## src/rtl/vga_sync_if.sv

```systemverilog
// ---------------------------------------------------------------------------
// vga_sync_if
//   Signal bundle leaving the VGA timing generator. The generator drives it
//   through the master modport. The figure, text and RGB-mux generators, and
//   the monitor pins, observe it through the slave modport.
//
//   hsync      : horizontal sync, active-low, registered
//   vsync      : vertical sync, active-low, registered
//   video_on   : current pixel lies in the visible region
//   p_tick     : one-clk pixel enable; consumers sample coordinates on it
//   frame_tick : one-clk pulse on the last pixel of a frame
//   pixel_x    : current horizontal count, 0..H_TOT-1
//   pixel_y    : current vertical count, 0..V_TOT-1
// ---------------------------------------------------------------------------
interface vga_sync_if;
    logic       hsync;
    logic       vsync;
    logic       video_on;
    logic       p_tick;
    logic       frame_tick;
    logic [9:0] pixel_x;
    logic [9:0] pixel_y;

    modport master (
        output hsync, vsync, video_on, p_tick, frame_tick, pixel_x, pixel_y
    );

    modport slave (
        input hsync, vsync, video_on, p_tick, frame_tick, pixel_x, pixel_y
    );
endinterface

```

## src/rtl/vga_sync.sv

```systemverilog
// ---------------------------------------------------------------------------
// vga_sync
//   Raster timing generator for the VGA display path. It is set up for
//   640x480 @ 60 Hz by default.
//   - Divides clk down to a pixel-rate enable (p_tick, once per CLK_DIV clks).
//   - Runs the horizontal (h) and vertical (v) counters.
//   - Produces the active-low sync pulses and the visible-region flag.
//
//   Ports
//     clk   : system clock
//     reset : asynchronous, active-high; returns every output to the (0,0)
//             state at once
//     vga   : vga_sync_if.master. Carries hsync, vsync, video_on, p_tick,
//             frame_tick, pixel_x and pixel_y.
//
//   Constraints on the parameters:
//     - CLK_DIV >= 2.
//     - H_TOT <= 1024 and V_TOT <= 1024, because the counters are 10 bits.
//     - H_DISP+H_FP > 0 and V_DISP+V_FP > 0. This keeps (0,0) outside the
//       sync window, so the reset value of the sync registers is 1.
// ---------------------------------------------------------------------------
module vga_sync #(
    parameter int CLK_DIV = 4,
    parameter int H_DISP  = 640,
    parameter int H_FP    = 16,
    parameter int H_SYNC  = 96,
    parameter int H_BP    = 48,
    parameter int V_DISP  = 480,
    parameter int V_FP    = 10,
    parameter int V_SYNC  = 2,
    parameter int V_BP    = 33
) (
    input  logic       clk,
    input  logic       reset,
    vga_sync_if.master vga
);

    localparam int H_TOT = H_DISP + H_FP + H_SYNC + H_BP;
    localparam int V_TOT = V_DISP + V_FP + V_SYNC + V_BP;

    localparam int DIV_W = (CLK_DIV > 2) ? $clog2(CLK_DIV) : 1;

    localparam logic [DIV_W-1:0] DIV_LAST = DIV_W'(CLK_DIV - 1);
    localparam logic [DIV_W-1:0] DIV_ONE  = DIV_W'(1);

    localparam logic [9:0] H_LAST   = 10'(H_TOT - 1);
    localparam logic [9:0] V_LAST   = 10'(V_TOT - 1);
    localparam logic [9:0] H_VIS    = 10'(H_DISP);
    localparam logic [9:0] V_VIS    = 10'(V_DISP);
    localparam logic [9:0] HS_FIRST = 10'(H_DISP + H_FP);
    localparam logic [9:0] HS_LAST  = 10'(H_DISP + H_FP + H_SYNC - 1);
    localparam logic [9:0] VS_FIRST = 10'(V_DISP + V_FP);
    localparam logic [9:0] VS_LAST  = 10'(V_DISP + V_FP + V_SYNC - 1);

    logic [DIV_W-1:0] div_q, div_d;
    logic [9:0]       h_q, h_d;
    logic [9:0]       v_q, v_d;
    logic             hsync_q, hsync_d;
    logic             vsync_q, vsync_d;

    logic p_tick;
    logic h_last;
    logic v_last;

    // Next-state logic. The divider wraps explicitly on p_tick, so CLK_DIV
    // values that are not a power of two still give an exact period.
    always_comb begin
        p_tick = (div_q == DIV_LAST);
        h_last = (h_q == H_LAST);
        v_last = (v_q == V_LAST);

        div_d  = p_tick ? '0 : div_q + DIV_ONE;
        h_d    = h_q;
        v_d    = v_q;

        if (p_tick) begin
            h_d = h_last ? '0 : h_q + 10'd1;
            if (h_last) begin
                v_d = v_last ? '0 : v_q + 10'd1;
            end
        end

        // The sync windows are decoded from the next-state counts. The
        // registered pulse therefore changes on the same edge as the
        // coordinate it belongs to, so there is no skew against
        // pixel_x/pixel_y.
        hsync_d = !((h_d >= HS_FIRST) && (h_d <= HS_LAST));
        vsync_d = !((v_d >= VS_FIRST) && (v_d <= VS_LAST));
    end

    always_ff @(posedge clk or posedge reset) begin
        if (reset) begin
            div_q   <= '0;
            h_q     <= '0;
            v_q     <= '0;
            hsync_q <= 1'b1;
            vsync_q <= 1'b1;
        end else begin
            div_q   <= div_d;
            h_q     <= h_d;
            v_q     <= v_d;
            hsync_q <= hsync_d;
            vsync_q <= vsync_d;
        end
    end

    assign vga.pixel_x    = h_q;
    assign vga.pixel_y    = v_q;
    assign vga.hsync      = hsync_q;
    assign vga.vsync      = vsync_q;
    assign vga.p_tick     = p_tick;
    // (0,0) is visible, so video_on reads 1 while reset is held.
    assign vga.video_on   = (h_q < H_VIS) && (v_q < V_VIS);
    // frame_tick is decoded from the registers. It is high in the single
    // clk that advances (H_TOT-1, V_TOT-1) to (0,0).
    assign vga.frame_tick = p_tick && h_last && v_last;

endmodule

```

## src/flat_wrapper.sv

```systemverilog
// flat-port wrapper written by rule: the top's interface ports become plain ports
module vga_sync_flat 
#(
    parameter int CLK_DIV = 4,
    parameter int H_DISP  = 640,
    parameter int H_FP    = 16,
    parameter int H_SYNC  = 96,
    parameter int H_BP    = 48,
    parameter int V_DISP  = 480,
    parameter int V_FP    = 10,
    parameter int V_SYNC  = 2,
    parameter int V_BP    = 33
)
  (clk, reset, vga_hsync, vga_vsync, vga_video_on, vga_p_tick, vga_frame_tick, vga_pixel_x, vga_pixel_y);
  vga_sync_if vga_i ();
  input  logic clk;
  input  logic reset;
  output wire logic [$bits(vga_i.hsync)-1:0] vga_hsync;
  output wire logic [$bits(vga_i.vsync)-1:0] vga_vsync;
  output wire logic [$bits(vga_i.video_on)-1:0] vga_video_on;
  output wire logic [$bits(vga_i.p_tick)-1:0] vga_p_tick;
  output wire logic [$bits(vga_i.frame_tick)-1:0] vga_frame_tick;
  output wire logic [$bits(vga_i.pixel_x)-1:0] vga_pixel_x;
  output wire logic [$bits(vga_i.pixel_y)-1:0] vga_pixel_y;
  assign vga_hsync = vga_i.hsync;
  assign vga_vsync = vga_i.vsync;
  assign vga_video_on = vga_i.video_on;
  assign vga_p_tick = vga_i.p_tick;
  assign vga_frame_tick = vga_i.frame_tick;
  assign vga_pixel_x = vga_i.pixel_x;
  assign vga_pixel_y = vga_i.pixel_y;
  vga_sync #(.CLK_DIV(CLK_DIV), .H_DISP(H_DISP), .H_FP(H_FP), .H_SYNC(H_SYNC), .H_BP(H_BP), .V_DISP(V_DISP), .V_FP(V_FP), .V_SYNC(V_SYNC), .V_BP(V_BP)) u_core (.clk(clk), .reset(reset), .vga(vga_i));
endmodule
```

## config.mk

```make
export PLATFORM = sky130hd
export DESIGN_NAME = vga_sync_flat
export DESIGN_NICKNAME = d
export VERILOG_FILES = /design/src/rtl/vga_sync_if.sv /design/src/rtl/vga_sync.sv /design/src/flat_wrapper.sv
export SDC_FILE = /design/constraint.sdc
export NUM_CORES = 1
export LEC_CHECK = 0
export CAP_MARGIN = 20
export CORE_ASPECT_RATIO = 1.1
export CORE_UTILIZATION = 37
export CTS_CLUSTER_SIZE = 25
export DETAILED_ROUTE_END_ITERATION = 8
export GPL_TIMING_DRIVEN = 0
export PLACE_DENSITY_LB_ADDON = 0.25
export SLEW_MARGIN = 20
export SYNTH_ARGS = -nofsm -noshare
export SYNTH_HDL_FRONTEND = slang
export SYNTH_SLANG_ARGS = --single-unit
export TNS_END_PERCENT = 1
```

## constraint.sdc

```tcl
create_clock -name clk -period 2.78 [get_ports clk]
set_clock_uncertainty 0.15 [all_clocks]
set_input_delay 0.556 -clock clk [delete_from_list [all_inputs] [get_ports clk]]
set_output_delay 0.556 -clock clk [all_outputs]
set_load 0.01 [all_outputs]
```

==> impl_metrics.toml <==
[status]
status = "completed"

[global_routing]
grt_usage = 0.175
grt_pass1_vias = 1103
grt_max_degree = 25
grt_pass1_wl_um = 5090
overflow = 0
antenna_found_initial = 0

[worst_hold_path]
whs_endpoint = "u_core.div_q[0]"
min_path_cells = 1
hold_start = "u_core.div_q[0]"
hp-class = "reg -> reg"

[final_layout]
fin_cells = 223
drive_gt1_frac = 0.154
nets = 182
fill_cells = 332
fin_util = 0.512
final_cell_mix = "clkdlybuf4s50_1, dfrtp_1, nand2_1"
area_delta_synth_final_pct = 30.2
mostFrequentLayoutCell = "clkdlybuf4s50_1"
stdcell_area_um2 = 1750
antenna-diode-count = 0

[synthesis]
syn-mean-instance-area_um2 = 9.46
ys_warn_count = 0
synth_area_um2 = 1340
ys_seq_area_frac = 0.449
syn_inst = 142
synth_cell_type_count = 42
ys_seq_elements = 24
synth_nets = 148

[floorplan]
die_area_um2 = 3880
row_count = 22
dieWidth_um = 59.5
num_io_pins = 27
floorplan.initialDensity = 0.394
die_y_um = 65.2
core_um2 = 3410

[placed_design]
placed_area_um2 = 1660
dp_cells = 216
numPortBuffers = 26
gp_congestion = 0.843
dp_hpwl_um = 2190

[routing]
wl_um = 2990
vias = 1174
detail_route.vias_per_cell = 5.26
postRouteAntennaNets = 0
drt_iter0_drc = 54
drcViolationCount = 0
firstDrtPassIters = 4
wire_per_inst_um = 13.4

[sta]
finalSetupTns_ns = 0
hold_violations = 0
tightest_slew_ns = 0.898
timing.fmax_mhz = 368
setup_viol = 0
grt_setup_unrepaired = "false"
max_slew_margin = 0.401
period_minus_slack_ns = 2.71
fin_crit_sh = 0.976
drv_slew = 0

[cts]
clockBufferDepth = 2
cts.htree.levels = 1
clock_latency_ns = 0.31
cts_hold_buf = 0
cts_tree = "done"
numCtsBuffers = 3
cts.clk_slew.worst_paths_ns = 0.13
clock_sinks = 24
cts_root_buf = "clkbuf_4"

[run]
cap_viol_max_count = 0

[critical_path]
crit_type = "reg -> out"
rr_worst_depth = 6
r2r_slack_ns = 0.08
timing.rr.end = "u_core.vga.vsync"
rr_startpoint = "u_core.vga.pixel_x[7]"
critPathRequiredTime_ns = 2.07
end_kind = "output pin"
cp-start-kind = "register"
cp_max_fo = 3
crit_arrival_ns = 2.01

[power_and_ir_drop]
power_density_nw_per_um2 = 308
fin_total_pwr_uw = 539
leakage_uw = 0.000697
ir_drop_mv = 0.153
how the worst max path moves through the flow:
stage,from,to
after CTS,u_core.vga.pixel_x[7],u_core.vga.vsync
after detailed placement,u_core.div_q[0],vga_frame_tick
after floorplan,u_core.div_q[0],u_core.vga.vsync
after global placement,u_core.div_q[0],vga_frame_tick
after global routing,u_core.div_q[0],vga_frame_tick
final,u_core.vga.pixel_x[7],vga_frame_tick
metal layers:
| layer | global-route usage | part of all wire | vias up |
|---|---|---|---|
| li1 | - | - | 574 |
| met1 | 0.231 | 0.47 | 560 |
| met2 | 0.289 | 0.48 | 35 |
| met3 | 0.0177 | 0.031 | 5 |
| met4 | 0.0714 | 0.015 | 0 |
| met5 | 0 | 0 | - |
area by class of cell:
cell class,instances,area [um^2],area share
repair buffers,31,303,0.173
inverters,9,33.8,0.0193
plain buffers,4,15.0,0.00858
multi-input cells,103,696,0.398
clock buffers,4,36.3,0.0207
flip-flops and latches,24,606,0.346
well taps,48,60.1,0.0343
logic make-up after synthesis:
| family | count (synthesis) | share of synthesized area |
|---|---|---|
| and+or+nand+nor | 62 | 0.266 |
| AOI/OAI and AO/OA | 25 | 0.120 |
| DFF | 24 | 0.449 |
| buffers and inverters | 15 | 0.0475 |
| xor gates and xnor gates | 11 | 0.0717 |
| adders and majority gates | 4 | 0.0372 |
| muxes | 1 | 0.00838 |
repair_timing:
item	4_1_cts	5_1_grt
pin swaps	2	1
buffers inserted	5	0
resized for setup	7	3
endpoints found under the setup margin	2	2
metrics by stage:
stage / hold WS, ns / setup slack [ns]
after global routing: 0.312 / 0.00528
after CTS: 0.301 / 0.0134
after detailed placement: 0.277 / -0.329
after global placement: 0.265 / -0.315
final: 0.297 / 0.0659
after floorplan: 0.253 / 0.168
where the power goes:
group,internal [uW],switching [uW]
clock network,80.0,102
registers,349,0
logic,1.29,6.57
total,431,108
flip-flops by register name, indices dropped and copies added (netlist names):
name                count
u_core.div_q            2
u_core.vga.hsync        1
u_core.vga.pixel_x     10
u_core.vga.pixel_y     10
u_core.vga.vsync        1
synth_stat cells (all sizes together):
library cell,number,area (um^2)
dfrtp,22,551
nand2,11,41.3
nor2,10,37.5
inv,9,33.8
o21ai,9,45.0
nand3,8,40.0
xnor2,6,52.6
clkbuf,5,18.8
nand4,5,31.3
nor3,5,25.0
xor2,5,43.8
a21oi,4,20.0
ha,4,50.1
and4,3,26.3
nor4,3,25.0
or2,3,18.8
and2,2,12.5
and3,2,12.5
dfstp,2,52.6
nor2b,2,12.5
or3,2,12.5
or4,2,18.8
a2111oi,1,8.76
a211oi,1,7.51
a21boi,1,7.51
a22o,1,10.0
a31oi,1,6.26
buf,1,11.3
mux2,1,11.3
nor3b,1,7.51
nor4b,1,15.0
o21a,1,7.51
o21bai,1,7.51
o221ai,1,8.76
o22ai,1,6.26
o31a,1,10.0
o31ai,1,7.51
o41ai,1,8.76
or3b,1,11.3
or4b,1,10.0
worst max-delay path, stage by stage, from the launching register on:
cell and delay (ns):
dfrtp_2 0.43, or3b_4 0.41, or4_4 0.53, nor2_4 0.11, clkdlybuf4s15_2 0.22
Note: power is estimated with default switching activity, not from simulation.
